## src/rtl/if_fetch_unit.sv

```systemverilog
// Instruction fetch stage: owns the fetch PC, drives the instruction memory
// address, and fills the IF/ID pipeline register with the fetched word, its
// PC, a valid bit and an address-fault flag. Also counts valid fetches.
module if_fetch_unit #(
  parameter logic [31:0] PC_RESET = 32'h0000_3000,
  parameter logic [31:0] IM_BASE  = 32'h0000_3000,
  parameter int          IM_WORDS = 4096
) (
  input  logic        clk,
  input  logic        reset,
  input  logic        stall,
  input  logic        flush,
  input  logic        redirect_valid,
  input  logic [31:0] redirect_pc,
  output logic [31:0] im_addr,
  input  logic [31:0] im_instr,
  output logic [31:0] F_pc,
  output logic [31:0] D_pc,
  output logic [31:0] D_instr,
  output logic        D_valid,
  output logic        D_exc,
  output logic [31:0] fetch_cnt
);

  // One past the last legal byte address, kept in 33 bits so a window that
  // ends exactly at 2^32 still compares correctly.
  localparam logic [32:0] IM_LIMIT = {1'b0, IM_BASE} + ({1'b0, 32'(IM_WORDS)} << 2);

  logic [31:0] pc_q, pc_d;
  logic [31:0] dPc_q, dPc_d;
  logic [31:0] dInstr_q, dInstr_d;
  logic        dValid_q, dValid_d;
  logic        dExc_q, dExc_d;
  logic [31:0] fetchCnt_q, fetchCnt_d;
  logic        fault;
  logic        load;

  assign im_addr   = pc_q;
  assign F_pc      = pc_q;
  assign D_pc      = dPc_q;
  assign D_instr   = dInstr_q;
  assign D_valid   = dValid_q;
  assign D_exc     = dExc_q;
  assign fetch_cnt = fetchCnt_q;

  // A fetch faults when misaligned or outside the instruction window.
  assign fault = (pc_q[1:0] != 2'b00) || (pc_q < IM_BASE) || ({1'b0, pc_q} >= IM_LIMIT);

  // A real load into IF/ID happens only when neither stalled nor flushed.
  assign load = !stall && !flush;

  // Next PC: stall holds (and swallows any redirect), else redirect, else +4.
  always_comb begin
    pc_d = pc_q + 32'd4;
    if (stall) begin
      pc_d = pc_q;
    end else if (redirect_valid) begin
      pc_d = redirect_pc;
    end
  end

  // Next IF/ID contents: flush beats stall; a faulting slot carries a zero word.
  always_comb begin
    dPc_d      = dPc_q;
    dInstr_d   = dInstr_q;
    dValid_d   = dValid_q;
    dExc_d     = dExc_q;
    fetchCnt_d = fetchCnt_q;
    if (flush) begin
      dPc_d    = 32'h0;
      dInstr_d = 32'h0;
      dValid_d = 1'b0;
      dExc_d   = 1'b0;
    end else if (load) begin
      dPc_d      = pc_q;
      dInstr_d   = fault ? 32'h0 : im_instr;
      dValid_d   = 1'b1;
      dExc_d     = fault;
      fetchCnt_d = fetchCnt_q + 32'd1;
    end
  end

  // State registers; reset wipes any pending redirect or stall effect.
  always_ff @(posedge clk) begin
    if (reset) begin
      pc_q       <= PC_RESET;
      dPc_q      <= 32'h0;
      dInstr_q   <= 32'h0;
      dValid_q   <= 1'b0;
      dExc_q     <= 1'b0;
      fetchCnt_q <= 32'h0;
    end else begin
      pc_q       <= pc_d;
      dPc_q      <= dPc_d;
      dInstr_q   <= dInstr_d;
      dValid_q   <= dValid_d;
      dExc_q     <= dExc_d;
      fetchCnt_q <= fetchCnt_d;
    end
  end

endmodule

```

## config.mk

```make
export PLATFORM = sky130hd
export DESIGN_NAME = if_fetch_unit
export DESIGN_NICKNAME = d
export VERILOG_FILES = /design/src/rtl/if_fetch_unit.sv
export SDC_FILE = /design/constraint.sdc
export NUM_CORES = 1
export LEC_CHECK = 0
export CAP_MARGIN = 20
export CORE_MARGIN = 2
export CORE_UTILIZATION = 44
export CTS_CLUSTER_DIAMETER = 50
export DETAILED_ROUTE_END_ITERATION = 10
export PLACE_DENSITY = 0.8
export SLEW_MARGIN = 30
export SYNTH_ARGS = -nofsm -noshare
export SYNTH_HDL_FRONTEND = slang
export SYNTH_SLANG_ARGS = --single-unit
```

## constraint.sdc

```tcl
create_clock -name clk -period 2.1 [get_ports clk]
set_input_delay 0.21 -clock clk [delete_from_list [all_inputs] [get_ports clk]]
set_output_delay 0.21 -clock clk [all_outputs]
set_load 0.01 [all_outputs]
```

-- Word level (Yosys, flattened, before mapping)
Cells that the tools add are included.
- register bits after elaboration: 130
- latch bits: 0
- bits in writable memories: 0
- bits in read-only memories: 0
- logic and storage cells: 21
- memories kept: 0
- add/subtract/negate cells: 2
- $mul: 0
- div/mod/pow operators: 0
- order comparisons: 2
- equality and inequality tests: 0
- shift-type cells: 0
- mux-type cells: 2
- bitwise logic cells: 1
- reductions and logical operators: 8
- operator list (kind ; count):
    two-way mux 32 bit ; 2
    adder 32 x 1 -> 32 bit, second input constant ; 1
    adder 32 x 3 -> 32 bit, second input constant ; 1
    greater-or-equal comparator 32 x 15 -> 1 bit, second input constant ; 1
    less-than comparator 32 x 14 -> 1 bit, second input constant ; 1
    logical NOT 1 bit ; 2
    logical OR 1 bit ; 2
    AND reduction 2 bit ; 1
    nonzero test 2 bit ; 1
    OR reduction 2 bit ; 1
    logical AND 1 bit ; 1
    NOT 1 bit ; 1

-- Logic depth before layout (Yosys ltp)
- depth after elaboration: 4
- mapped depth: 7

-- Least setup slack after synthesis
Ideal clock, no wire load.
- path type: register -> register
- from: reg pc_q[2], in the netlist F_pc[2]
- to: reg pc_q[16], in the netlist F_pc[16]
- setup time: 0.074 ns
- arrival: 1.911 ns
- data required time: 2.026 ns
- setup slack: 0.115 ns
- stages on the path, launching flop included: 6
- period minus slack after synthesis: 1.985 ns
- path through: dfxtp_1 ha_1 nand3_2 or4_4 or4_1 a31oi_1
- cells in the longest elaborated chain, start to end: 2
- ends and longest elaborated chain (item ; line ; RTL):
    start, declared ; 29 ; logic [31:0] pc_q, pc_d;
    start signal, assigned ; 93 ; pc_q <= pc_d;
    adder 32 x 3 -> 32 bit ; 54 ; pc_d = pc_q + 32'd4;
    two-way mux 32 bit ; 57 ; end else if (redirect_valid) begin
No other way between the ends.
A chain may end at the register's enable or synchronous reset.

-- Worst setup path in the final report
Ends and elaborated chain as after synthesis.

==> results by group <==
Logic synthesis
  – Synth Register Bits: 130
  – Synth unique cells: 56
  – Sequential area share after synthesis: 43.4%
  – Top FF cell, synth: dfxtp_1
  – Area leader, netlist: dfxtp_1
  – Synth Cell Area: around 6000 µm²
  – EDFF count, synth: 0
  – Ranking of synthesized cells by area: dfxtp_1 43%, nor2_1 7.3%, a22oi_1 5.8%
  – Ys async rst share: 0%
  – Avg Cell Area, Syn: 8.62 µm²
  – Synth warn: 0
  – Top cell type's share of synthesized area: between 40 and 50%
  – Syn Inst Count: 696
  – Synthesized net count: between 700 and 800

Worst setup path
  – Reg2Reg Capture Point: F_pc[16]$_SDFFE_PP0N_
  – WP data arrival: 2.26 ns
  – CP max FO: 4
  – Req. time, crit path: between 2 and 2.5 ns
  – Crit path launch type: flip-flop
  – CP Class: reg2reg
  – Reg2reg path depth: 5
  – R2r startpoint: F_pc[2]$_SDFFE_PP0N_
  – R2r setup slk: 0.19 ns
  – Setup crit start: F_pc[2]$_SDFFE_PP0N_
  – CP endpoint kind: flip-flop

Clock network
  – CTS clk-pin slew, worst paths: around 0.06 ns
  – H-tree depth: 4
  – Clock sink total: 130
  – CTS tree: done
  – Cts bufs inserted: 17
  – Clk Latency, worst-skew pair: 0.42 ns
  – Number of setup buffers added after CTS: 0
  – Maximum buffer depth of the clock tree: 2
  – Clock root buffer: clkbuf_16

Detailed routing
  – Pre-antenna DRT Iters: 5
  – WL final: 17800 µm
  – DRT iter0 DRCs: roughly 470
  – DR vias/cell: 5.42
  – DRT antenna net count: 0
  – DRC violations left: 0
  – DR vias: 5925
  – Routed length per instance: 16.3 µm

STA
  – Final period util: 91.1%
  – Slew Viols, Final: 0
  – RSZ-0062 raised after global routing: false
  – WHS: 0.0601 ns
  – Slew @ Worst Pin: 0.405 ns
  – Final hold vios: 0
  – Worst clock skew: 0.00814 ns
  – Slew headroom: 72.8%
  – Final setup viols: 0
  – Min cycle time layout: 1.91 ns
  – Final setup TNS: 0 ns
  – FMAX: 0.523 GHz

Place
  – Routability cong.: 0.822
  – Dpl cells: 1062
  – Port Buf Inserts: 230
  – Post-DP HPWL: 12500 µm
  – DP Area: 8430 µm²

Die
  – Die width: 121 µm
  – Die height: 121 µm
  – Core ar.: 13300 µm²
  – Die footprint: 14600 µm²
  – Site row count: 42
  – Starting Density: a little under half
  – IO Pins: about 230

GRT
  – First-pass GRT wire length: 28300 µm
  – Initial antenna violation count: 0
  – Gr ovfl total: 0
  – All-Layer GR Usage: 24.4%
  – Largest net degree at the start of global routing: 38
  – Vias in the first global route: 5623

Worst hold path
  – Worst min path class: in2reg
  – HP Start: reset
  – Hold Path Stages: 2
  – Hold Path Sink: fetch_cnt[8]$_SDFFE_PP0P_

Finish
  – Final net count: 977
  – Commonest non-fill, non-tap cell in the layout: clkdlybuf4s50_1
  – Register area: 2600 µm²
  – Non-Filler Instances: about 1100
  – Layout fillers: 1106
  – Layout cell share with drive strength beyond 1: about a tenth
  – Most frequent cells in the layout: 228 x clkdlybuf4s50_1, 130 x dfxtp_1, 116 x nor2_1
  – Post-route design area: 9040 µm²
  – Ant diodes: 0
  – Multi-input logic area: 2900 µm²
  – Synth-to-layout area growth: 50.8%

Flow run
  – Max cap viols: 0

Power and ir drop
  – Net Switching: 1500 µW
  – Clock share of power: between 40% and 50%
  – Power Internal: 4850 µW
  – Comb power frac: 11.8%
  – Sw frac: between 20% and 30%
  – Peak VDD IR: 473 µV
  – Pwr Density: around 700 nW/µm²
  – Leakage power: between 0.003 and 0.004 µW
  – Sequential power share: 40.6%

Outcome
  – Status: complete, no violations
## registers in the layout, summed over array words and instances (netlist names)
| signal | cells |
|---|---|
| D_exc | 1 |
| D_instr | 32 |
| D_pc | 32 |
| D_valid | 1 |
| F_pc | 32 |
| fetch_cnt | 32 |
## critical path, stage by stage (launching register included)
cell     delay, ns
dfxtp_1       0.33
ha_1          0.21
nand3_2       0.16
or4_4         0.56
or4_1         0.42
a31oi_1       0.17
## worst max path at each step
stage	endpoint	depth (start not counted)	slack, ns
finish	F_pc[16]$_SDFFE_PP0N_	5	0.19
CTS	D_instr[0]$_SDFFE_PP0P_	6	0.10
detailed placement	fetch_cnt[24]$_SDFFE_PP0P_	6	0.11
global route	F_pc[19]$_SDFFE_PP0N_	5	0.02
global placement	fetch_cnt[6]$_SDFFE_PP0P_	6	0.18
floorplan	F_pc[16]$_SDFFE_PP0N_	5	0.11
## cells in the mapped netlist, drive strengths merged, types with 2 or more instances
master	n
dfxtp	130
nor2	117
a22oi	46
buf	46
nand2	37
mux2i	34
clkbuf	33
a21oi	27
nand3	21
nand4	21
inv	19
xor2	18
o21ai	15
a31oi	11
and3	11
xnor2	11
nor3	10
nor4	9
and4	8
o22ai	7
a211oi	6
or2	6
or4	6
and2	5
o211ai	5
nor2b	4
or3	4
ha	3
nand2b	3
mux2	2
nor3b	2
o21a	2
o221ai	2
o31ai	2
o32a	2
o32ai	2
## final cells by class
class                           instances  share of cell area, %
Clock buffer                           19                   5.01
Timing Repair Buffer                  269                   29.2
Clock inverter                         12                   1.74
Inverter                               19                  0.788
Multi-Input combinational cell        468                   32.1
Sequential cell                       130                   28.8
Tap cell                              176                   2.43
## layer usage
layer	wire, µm	GRT usage (%)
met1	7480	29.5
met2	8620	40.2
met3	1340	8.11
met4	362	9.52
met5	0	0
## kinds of logic after synthesis
| logic type | after synthesis | synth area share (%) |
|---|---|---|
| AOI/OAI and AO/OA | 135 | 15.2 |
| xor gates and xnor gates | 29 | 4.23 |
| adders and majority gates | 3 | 0.626 |
| buffers and inverters | 98 | 8.32 |
| DFF | 130 | 43.4 |
| muxes | 36 | 6.05 |
| and+or+nand+nor | 265 | 22.2 |
## metrics by stage
stage               util [%]  total power (µW)  setup slack [ns]
floorplan                  -              2990             0.115
global placement        63.4              3370             0.181
detailed placement      63.4              3380             0.109
CTS                     68.0              6420             0.103
global route            68.0              6590            0.0238
finish                  68.0              6350             0.188
## what timing repair did
item,4_1_cts,5_1_grt
hold buffers,0,0
resized for setup,0,1
setup endpoints to repair,0,31
## power by group through the flow
stage / registers, µW / logic [µW] / clock network (µW)
6_report: 2580 / 749 / 3020
2_1_floorplan: 2660 / 334 / 0
5_1_grt: 2590 / 806 / 3200
3_5_place_dp: 2630 / 744 / 0
3_3_place_gp: 2630 / 736 / 0
4_1_cts: 2580 / 748 / 3090
Power figures use the tool's default switching activity.
